**src/rtl/mkio_tx_scheduler.sv**
```systemverilog
// MKIO transmit scheduler: queues {cd,data} words and launches them to the line transmitter.
// Define MKIO_TX_GAP_EN to insert GAP_CYCLES idle cycles before command words.
module mkio_tx_scheduler #(
  parameter int unsigned FIFO_DEPTH = 8,
  parameter int unsigned GAP_CYCLES = 64,
  parameter int unsigned TMO_CYCLES = 4
) (
  input  logic                        clk,
  input  logic                        reset_n,
  input  logic                        i_wr_en,
  input  logic                        i_wr_cd,
  input  logic [15:0]                 i_wr_data,
  input  logic                        i_enable,
  input  logic                        i_abort,
  input  logic                        i_clr_err,
  input  logic                        i_busy_send,
  output logic                        o_imp_send,
  output logic                        o_cd_send,
  output logic [15:0]                 o_data_send,
  output logic                        o_full,
  output logic                        o_empty,
  output logic [$clog2(FIFO_DEPTH):0] o_level,
  output logic                        o_active,
  output logic                        o_err_ovf,
  output logic                        o_err_tmo
);
  localparam int unsigned AW = $clog2(FIFO_DEPTH);
  localparam int unsigned LW = AW + 1;
  localparam int unsigned TW = $clog2(TMO_CYCLES + 1);
  localparam int unsigned EW = 17;

`ifdef MKIO_TX_GAP_EN
  typedef enum logic [2:0] {
    ST_IDLE = 3'd0, ST_GAP = 3'd1, ST_LOAD = 3'd2, ST_WAIT_BUSY = 3'd3, ST_WAIT_DONE = 3'd4
  } state_t;
`else
  typedef enum logic [2:0] {
    ST_IDLE = 3'd0, ST_LOAD = 3'd2, ST_WAIT_BUSY = 3'd3, ST_WAIT_DONE = 3'd4
  } state_t;
`endif

  state_t        r_state;
  logic [EW-1:0] r_mem [FIFO_DEPTH];
  logic [AW-1:0] r_wptr;
  logic [AW-1:0] r_rptr;
  logic [LW-1:0] r_level;
  logic [LW-1:0] w_level_nxt;
  logic          r_full;
  logic          r_empty;
  logic          r_imp_send;
  logic          r_cd_send;
  logic [15:0]   r_data_send;
  logic          r_active;
  logic          r_err_ovf;
  logic          r_err_tmo;
  logic [TW-1:0] r_tmo_cnt;
  logic [EW-1:0] w_head;
  logic          w_push;
  logic          w_ovf;
  logic          w_can;
  logic          w_launch;
  logic          w_tmo_evt;

  assign w_head    = r_mem[r_rptr];
  assign w_push    = i_wr_en && !r_full && !i_abort;
  assign w_ovf     = i_wr_en && r_full && !i_abort;
  assign w_can     = i_enable && !r_empty && !i_abort && !i_busy_send;
  assign w_tmo_evt = (r_state == ST_WAIT_BUSY) && !i_busy_send &&
                     (r_tmo_cnt == TW'(TMO_CYCLES - 1));

`ifdef MKIO_TX_GAP_EN
  localparam int unsigned GW = $clog2(GAP_CYCLES + 1);

  logic [GW-1:0] r_gap_cnt;
  logic          r_gap_ok;
  logic          w_gap_done;
  logic          w_head_cd;
  logic          w_to_gap;

  assign w_head_cd  = w_head[16];
  assign w_gap_done = r_gap_ok || (r_gap_cnt == GW'(GAP_CYCLES - 1));
  assign w_launch   = w_can && (((r_state == ST_IDLE) && (!w_head_cd || w_gap_done)) ||
                                ((r_state == ST_GAP) && w_gap_done) ||
                                ((r_state == ST_WAIT_DONE) && !w_head_cd));
  assign w_to_gap   = w_can && w_head_cd &&
                      (((r_state == ST_IDLE) && !w_gap_done) || (r_state == ST_WAIT_DONE));

  // Cycles since the last word left the line; r_gap_ok once a full gap has elapsed.
  always_ff @(posedge clk or negedge reset_n) begin
    if (!reset_n) begin
      r_gap_cnt <= '0;
      r_gap_ok  <= 1'b1;
    end else if ((r_state == ST_WAIT_DONE) && !i_busy_send) begin
      r_gap_cnt <= '0;
      r_gap_ok  <= 1'b0;
    end else if ((r_state == ST_GAP) && (!i_enable || i_abort)) begin
      r_gap_cnt <= '0;
    end else if (!r_gap_ok) begin
      if (w_gap_done) begin
        r_gap_cnt <= '0;
        r_gap_ok  <= 1'b1;
      end else begin
        r_gap_cnt <= r_gap_cnt + GW'(1);
      end
    end
  end
`else
  assign w_launch = w_can && ((r_state == ST_IDLE) || (r_state == ST_WAIT_DONE));
`endif

  always_comb begin
    w_level_nxt = r_level;
    if (i_abort) begin
      w_level_nxt = '0;
    end else if (w_push && !w_launch) begin
      w_level_nxt = r_level + LW'(1);
    end else if (!w_push && w_launch) begin
      w_level_nxt = r_level - LW'(1);
    end
  end

  // Queue pointers and status; the head is popped on the edge that enters LOAD.
  always_ff @(posedge clk or negedge reset_n) begin
    if (!reset_n) begin
      r_wptr  <= '0;
      r_rptr  <= '0;
      r_level <= '0;
      r_full  <= 1'b0;
      r_empty <= 1'b1;
    end else begin
      r_level <= w_level_nxt;
      r_full  <= (w_level_nxt == LW'(FIFO_DEPTH));
      r_empty <= (w_level_nxt == '0);
      if (i_abort) begin
        r_wptr <= '0;
        r_rptr <= '0;
      end else begin
        if (w_push)   r_wptr <= r_wptr + AW'(1);
        if (w_launch) r_rptr <= r_rptr + AW'(1);
      end
    end
  end

  always_ff @(posedge clk) begin
    if (w_push) r_mem[r_wptr] <= {i_wr_cd, i_wr_data};
  end

  // Launch FSM with registered strobe, payload, activity and sticky error flags.
  always_ff @(posedge clk or negedge reset_n) begin
    if (!reset_n) begin
      r_state     <= ST_IDLE;
      r_imp_send  <= 1'b0;
      r_cd_send   <= 1'b0;
      r_data_send <= '0;
      r_active    <= 1'b0;
      r_tmo_cnt   <= '0;
      r_err_ovf   <= 1'b0;
      r_err_tmo   <= 1'b0;
    end else begin
      r_imp_send <= 1'b0;
      if (w_launch) begin
        r_state     <= ST_LOAD;
        r_imp_send  <= 1'b1;
        r_cd_send   <= w_head[16];
        r_data_send <= w_head[15:0];
        r_active    <= 1'b1;
`ifdef MKIO_TX_GAP_EN
      end else if (w_to_gap) begin
        r_state  <= ST_GAP;
        r_active <= 1'b1;
`endif
      end else begin
        case (r_state)
`ifdef MKIO_TX_GAP_EN
          ST_GAP: begin
            if (!i_enable || i_abort) begin
              r_state  <= ST_IDLE;
              r_active <= 1'b0;
            end
          end
`endif
          ST_LOAD: begin
            r_state   <= ST_WAIT_BUSY;
            r_tmo_cnt <= '0;
          end
          ST_WAIT_BUSY: begin
            if (i_busy_send) begin
              r_state <= ST_WAIT_DONE;
            end else if (w_tmo_evt) begin
              r_state  <= ST_IDLE;
              r_active <= 1'b0;
            end else begin
              r_tmo_cnt <= r_tmo_cnt + TW'(1);
            end
          end
          ST_WAIT_DONE: begin
            if (!i_busy_send) begin
              r_state  <= ST_IDLE;
              r_active <= 1'b0;
            end
          end
          default: ;
        endcase
      end

      if (w_ovf)          r_err_ovf <= 1'b1;
      else if (i_clr_err) r_err_ovf <= 1'b0;
      if (w_tmo_evt)      r_err_tmo <= 1'b1;
      else if (i_clr_err) r_err_tmo <= 1'b0;
    end
  end

  assign o_imp_send  = r_imp_send;
  assign o_cd_send   = r_cd_send;
  assign o_data_send = r_data_send;
  assign o_full      = r_full;
  assign o_empty     = r_empty;
  assign o_level     = r_level;
  assign o_active    = r_active;
  assign o_err_ovf   = r_err_ovf;
  assign o_err_tmo   = r_err_tmo;

endmodule

```
**config.mk**
```make
export PLATFORM = sky130hd
export DESIGN_NAME = mkio_tx_scheduler
export DESIGN_NICKNAME = d
export VERILOG_FILES = /design/src/rtl/mkio_tx_scheduler.sv
export SDC_FILE = /design/constraint.sdc
export NUM_CORES = 1
export LEC_CHECK = 0
export ABC_AREA = 0
export CAP_MARGIN = 25
export CORE_ASPECT_RATIO = 1.75
export CORE_MARGIN = 5
export CORE_UTILIZATION = 35
export DETAILED_ROUTE_END_ITERATION = 8
export GPL_ROUTABILITY_DRIVEN = 0
export HOLD_SLACK_MARGIN = 0.08
export SLEW_MARGIN = 5
export SYNTH_ARGS = -nofsm -noshare
export SYNTH_HDL_FRONTEND = slang
export SYNTH_SLANG_ARGS = --single-unit
```
**constraint.sdc**
```tcl
create_clock -name clk -period 3.3 [get_ports clk]
set_clock_uncertainty 0.15 [all_clocks]
set_input_delay 0.66 -clock clk [delete_from_list [all_inputs] [get_ports clk]]
set_output_delay 0.66 -clock clk [all_outputs]
set_load 0.03 [all_outputs]
```
### Yosys cells after proc, flatten, opt, wreduce, memory -nomap -nowiden

Memories as Yosys holds them, arrays and structs flattened. A register that Yosys moved wholly into a read port is not among the register bits.
Index checks and enable logic that the tools add are counted.

* bits in registers: 22
* memory bits (writable): 136
* output and inout port bits: 27
* logic and storage cells: 87
* memories: 1

* add/subtract/negate cells: 5
* equal/unequal tests: 11
* mux-type cells: 26
* bitwise logic cells: 1
* reductions and logical operators: 32

Memory list
* r_mem: words 8, width 17, read ports 1, clocked after memory_dff 1, wr ports 1, RTL line 43 `logic [EW-1:0] r_mem [FIFO_DEPTH];`

Operator list (number)
* 3-bit two-way mux: 10
* 1-bit logical AND: 12
* 4-bit two-way mux: 3
* 1-bit two-way mux: 10
* 2-bit nonzero test: 5
* 3-bit by 1-bit adder with 3-bit output (second input constant): 3
* 3-bit by 2-bit equality test with 1-bit output (second input constant): 3
* 3-bit != test (second input constant): 3
* 3-bit one-hot mux with 3 select lines: 1
* 4-bit AND reduction: 2
* 1-bit zero test: 7
* 3-bit one-hot mux with 2 select lines: 1
* 4-bit by 1-bit adder with 4-bit output (second input constant): 1
* 4-bit equality test (second input constant): 1
* 4-bit zero test: 1
* 2-bit != test (second input constant): 2
* 4-bit != test (second input constant): 1
* 4-bit nonzero test: 1
* 4-bit by 1-bit subtractor with 4-bit output (second input constant): 1
* 3-bit equality test (second input constant): 1
* 3-bit zero test: 1
* 3-bit AND reduction: 1
* 3-bit nonzero test: 1
* 1-bit one-hot mux with 2 select lines: 1
* 2 further kinds: 2

### Logic depth before layout (Yosys ltp)

* depth after elaboration: 10
* gate-level depth with buffers: 7
* depth with buffers taken out: 6

### Least setup slack after synthesis

OpenSTA, ideal clock, no wires.

* kind: input-to-reg
* start: input port i_abort
* end: memory r_mem[0][0], enable pin
* arrival time: 2.447 ns
* data required time: 2.738 ns
* setup slack: 0.290 ns
* stages: 3
* path through: buf_4 or3_1 nor3_1

* word-level cells in the longest chain between the ends: 4

RTL lines
* start, declared: RTL line 14 `input logic i_abort,`
* 1-bit zero test: RTL line 65 `assign w_push = i_wr_en && !r_full && !i_abort;`
* 1-bit logical AND: RTL line 65
* 1-bit two-way mux: RTL line 145 `if (w_push) r_mem[r_wptr] <= {i_wr_cd, i_wr_data};`
* 1-bit two-way mux (not written as such): RTL line 145
* end, declared: RTL line 43

Every way passes these cells.

### Worst setup path in the final report

* start: register r_empty (netlist: o_empty)
* end: output port o_empty

RTL lines
* start, declared: RTL line 49 `logic r_empty;`
* start signal, assigned: RTL line 133 `r_empty <= (w_level_nxt == '0);`
* end, declared: RTL line 21 `output logic o_empty,`

No word-level cell between the ends.

==> flow_summary.yaml <==
synth:
  ys_ff_latch: 175
  synth.net_count: 413
  yosys-top-cells-area: "edfxtp_1 (59%), dfrtp_1 (14%), mux4_2 (11%)"
  async_reset_ff_frac: 0.223
  seq_area_frac_synth: 0.734
  syn_area_sq_um: 6900
  ys.warnings.count: 0
  yosysUniqueCellTypes: 43
  ys.flop_type: "edfxtp_1"
  syn_inst: 383
  synth_area_per_cell_sq_um: 18.0
  yosysTopAreaCellShare: 0.592
  yosys.area.top_type: "edfxtp_1"
  synth_edf_count: 136
route:
  first_pass_iters: 4
  route.detailed.drc: 0
  wl_per_cell_microns: 18.4
  viasPerCell: 4.91
  drt-initial-drc-count: 227
  wl_mm: 13.0
  detail-route-antenna-nets: 0
  route.vias.total: 3477
sta:
  setup_violations: 0
  fin_setup_tns_ps: 0
  post-route-period-util: 0.740
  slew_headroom: 0.492
  worst_pin_slew_ps: 762
  slew_viol_final: 0
  rsz0062_at_grt: "false"
  hold_slack_ps: 331
  finalCriticalPeriod_ps: 2440
  max_freq_mhz: 409
  hold_violations: 0
pwr:
  power.leakage_uw: 0.00282
  ir_drop_uv: 343
  power_density_nw_per_um2: 553
clock_tree:
  cts_hold_buf: 0
  clkLatencyLatePin_ps: 420
  cts_root_buf: "clkbuf_16"
  cts.sinks: 175
  cts_tree: "built"
  cts_resized: 0
  post-cts-setup-buffers: 0
  cts_max_level: 4
  cts_inserted_buffers: 17
  cts_max_path_buffers: 2
  path_clk_slew_ps: 70
finish:
  n_antenna_cell: 0
  drive_gt1_frac: 0.203
  fin_cells: 708
  final_net_count: 480
  num-fill-cells: 1713
  area_growth_syn_to_layout_pct: 21.4
global_route:
  grt_max_degree: 40
  grt.total_usage: 0.124
  grt.overflow.total: 0
  grt_pass1_vias: 3797
  grt_pass1_wl_mm: 21.0
  grt_antenna_before_repair: 0
critical_path:
  cp.depth: 1
  r2r_start: "r_rptr[0]$_DFFE_PN0P_"
  arrival_ps: 1630
  crit_family: "buffers and inverters"
  reg2reg_to: "o_data_send[14]$_DFFE_PN0P_"
  cp-end-kind: "output port"
  startpoint_type: "flop"
  r2r_cells: 4
  critPathMaxFanout: 2
  cp_num_buf_inv: 1
  critPathCapture: "o_empty"
  cp_slowest_cell: "clkdlybuf4s50_1"
  slowest_delay_ps: 670
  worstPathCellList: "clkdlybuf4s50_1"
  path_class: "flop to output port"
  critPathLaunch: "o_empty$_DFF_PN1_"
  r2r_slack_ps: 1160
  cp.required_ps: 2490
hold_path:
  min_path_type: "flop to flop"
  hold_depth: 2
run:
  max_cap_viol_count: 0
placed_design:
  dp_hpwl_mm: 8.30
  dp.cells: 674
  io_buffers: 50
floorplan:
  pin_count: 51
  die_x_microns: 116
  die_area_sq_um: 22700
  num_rows: 68
  die_h_microns: 196
  core-area_sq_um: 19600
  initial_core_util: 0.352
status:
  outcome: "finished, final reports clean"
[registers in the layout, indices dropped and copies added (netlist names)]
signal       flops
r_wptr           3
o_level          4
r_mem          136
o_err_tmo        1
o_active         1
o_cd_send        1
r_tmo_cnt        3
o_empty          1
o_imp_send       1
r_rptr           3
o_full           1
o_data_send     16
r_state          3
o_err_ovf        1
[metrics by stage]
stage,setup slack (ps),instance area [sq um],util,total power [uW]
2_1_floorplan,290,6900,-,2540
3_3_place_gp,577,7730,0.395,2630
3_5_place_dp,551,7730,0.395,2630
4_1_cts,828,8340,0.426,4680
5_1_grt,790,8370,0.428,4800
6_report,857,8370,0.428,4630
[power by group]
| part | switching, uW | total (uW) | internal, uW |
|---|---|---|---|
| Sequential | 15.0 | 2430 | 2410 |
| Combinational | 93.7 | 161 | 67.0 |
| Clock | 839 | 2040 | 1200 |
| Total | 948 | 4630 | 3680 |
[Yosys cell counts, types with 4 or more instances]
library cell	instances
ha_1	6
edfxtp_1	136
buf_4	4
buf_2	6
dfrtp_1	38
nor2_1	16
o21ai_0	24
nand3_1	5
xnor2_1	4
xor2_1	4
nand2_1	31
mux2i_1	18
a21oi_1	7
nand2b_1	4
inv_1	8
clkbuf_1	7
mux4_2	34
[layer usage]
metal	GRT usage	part of all wire	vias up
li1	-	-	1610
met1	0.143	0.39	1798
met2	0.221	0.56	56
met3	0.0269	0.031	13
met4	0.0473	0.016	0
met5	0	0	-
[logic make-up after synthesis]
group,synth area share
AOI/OAI and AO/OA,0.0347
buffers and inverters,0.0203
adders and majority gates,0.0109
and+or+nand+nor,0.0508
muxes,0.139
DFF,0.734
xor gates and xnor gates,0.0102
[placed cells by master (no fill, tap or decap), types with 5 or more instances in the layout]
cell type        synthesis  routed
buf_4                    4      13
edfxtp_1               136     136
inv_1                    8       8
nand3_1                  5       5
mux2i_1                 18      18
clkdlybuf4s50_1          0      49
nor2_1                  16      16
clkbuf_16                0      17
o21ai_0                 24      24
dfrtp_1                 38      37
nand2_1                 31      31
ha_1                     6       6
a21oi_1                  7       7
mux4_2                  34      34
[layout make-up]
class | instances | area, sq um | share of cell area
timing repair buffer | 66 | 643 | 0.0769
tap | 245 | 307 | 0.0366
clock inverter | 14 | 180 | 0.0215
clock buffer | 18 | 429 | 0.0513
sequential | 175 | 5060 | 0.605
inverter | 10 | 42.5 | 0.00508
multi-input combinational | 180 | 1700 | 0.204
[worst register-to-register path, cell delays in order, from the launching register on]
cell	delay (ps)
dfrtp_2	750
buf_12	280
mux4_2	560
mux2i_1	160
o21ai_0	100
[how the worst min path moves through the flow]
stage                                     start                           to
floorplan                               reset_n         o_active$_DFFE_PN0P_
global placement     o_data_send[4]$_DFFE_PN0P_   o_data_send[4]$_DFFE_PN0P_
detailed placement   o_data_send[4]$_DFFE_PN0P_   o_data_send[4]$_DFFE_PN0P_
CTS                                     reset_n       r_state[0]$_DFFE_PN0P_
global route         o_data_send[2]$_DFFE_PN0P_   o_data_send[2]$_DFFE_PN0P_
finish              o_data_send[12]$_DFFE_PN0P_  o_data_send[12]$_DFFE_PN0P_
No activity file was read; power rests on OpenSTA's default activity.
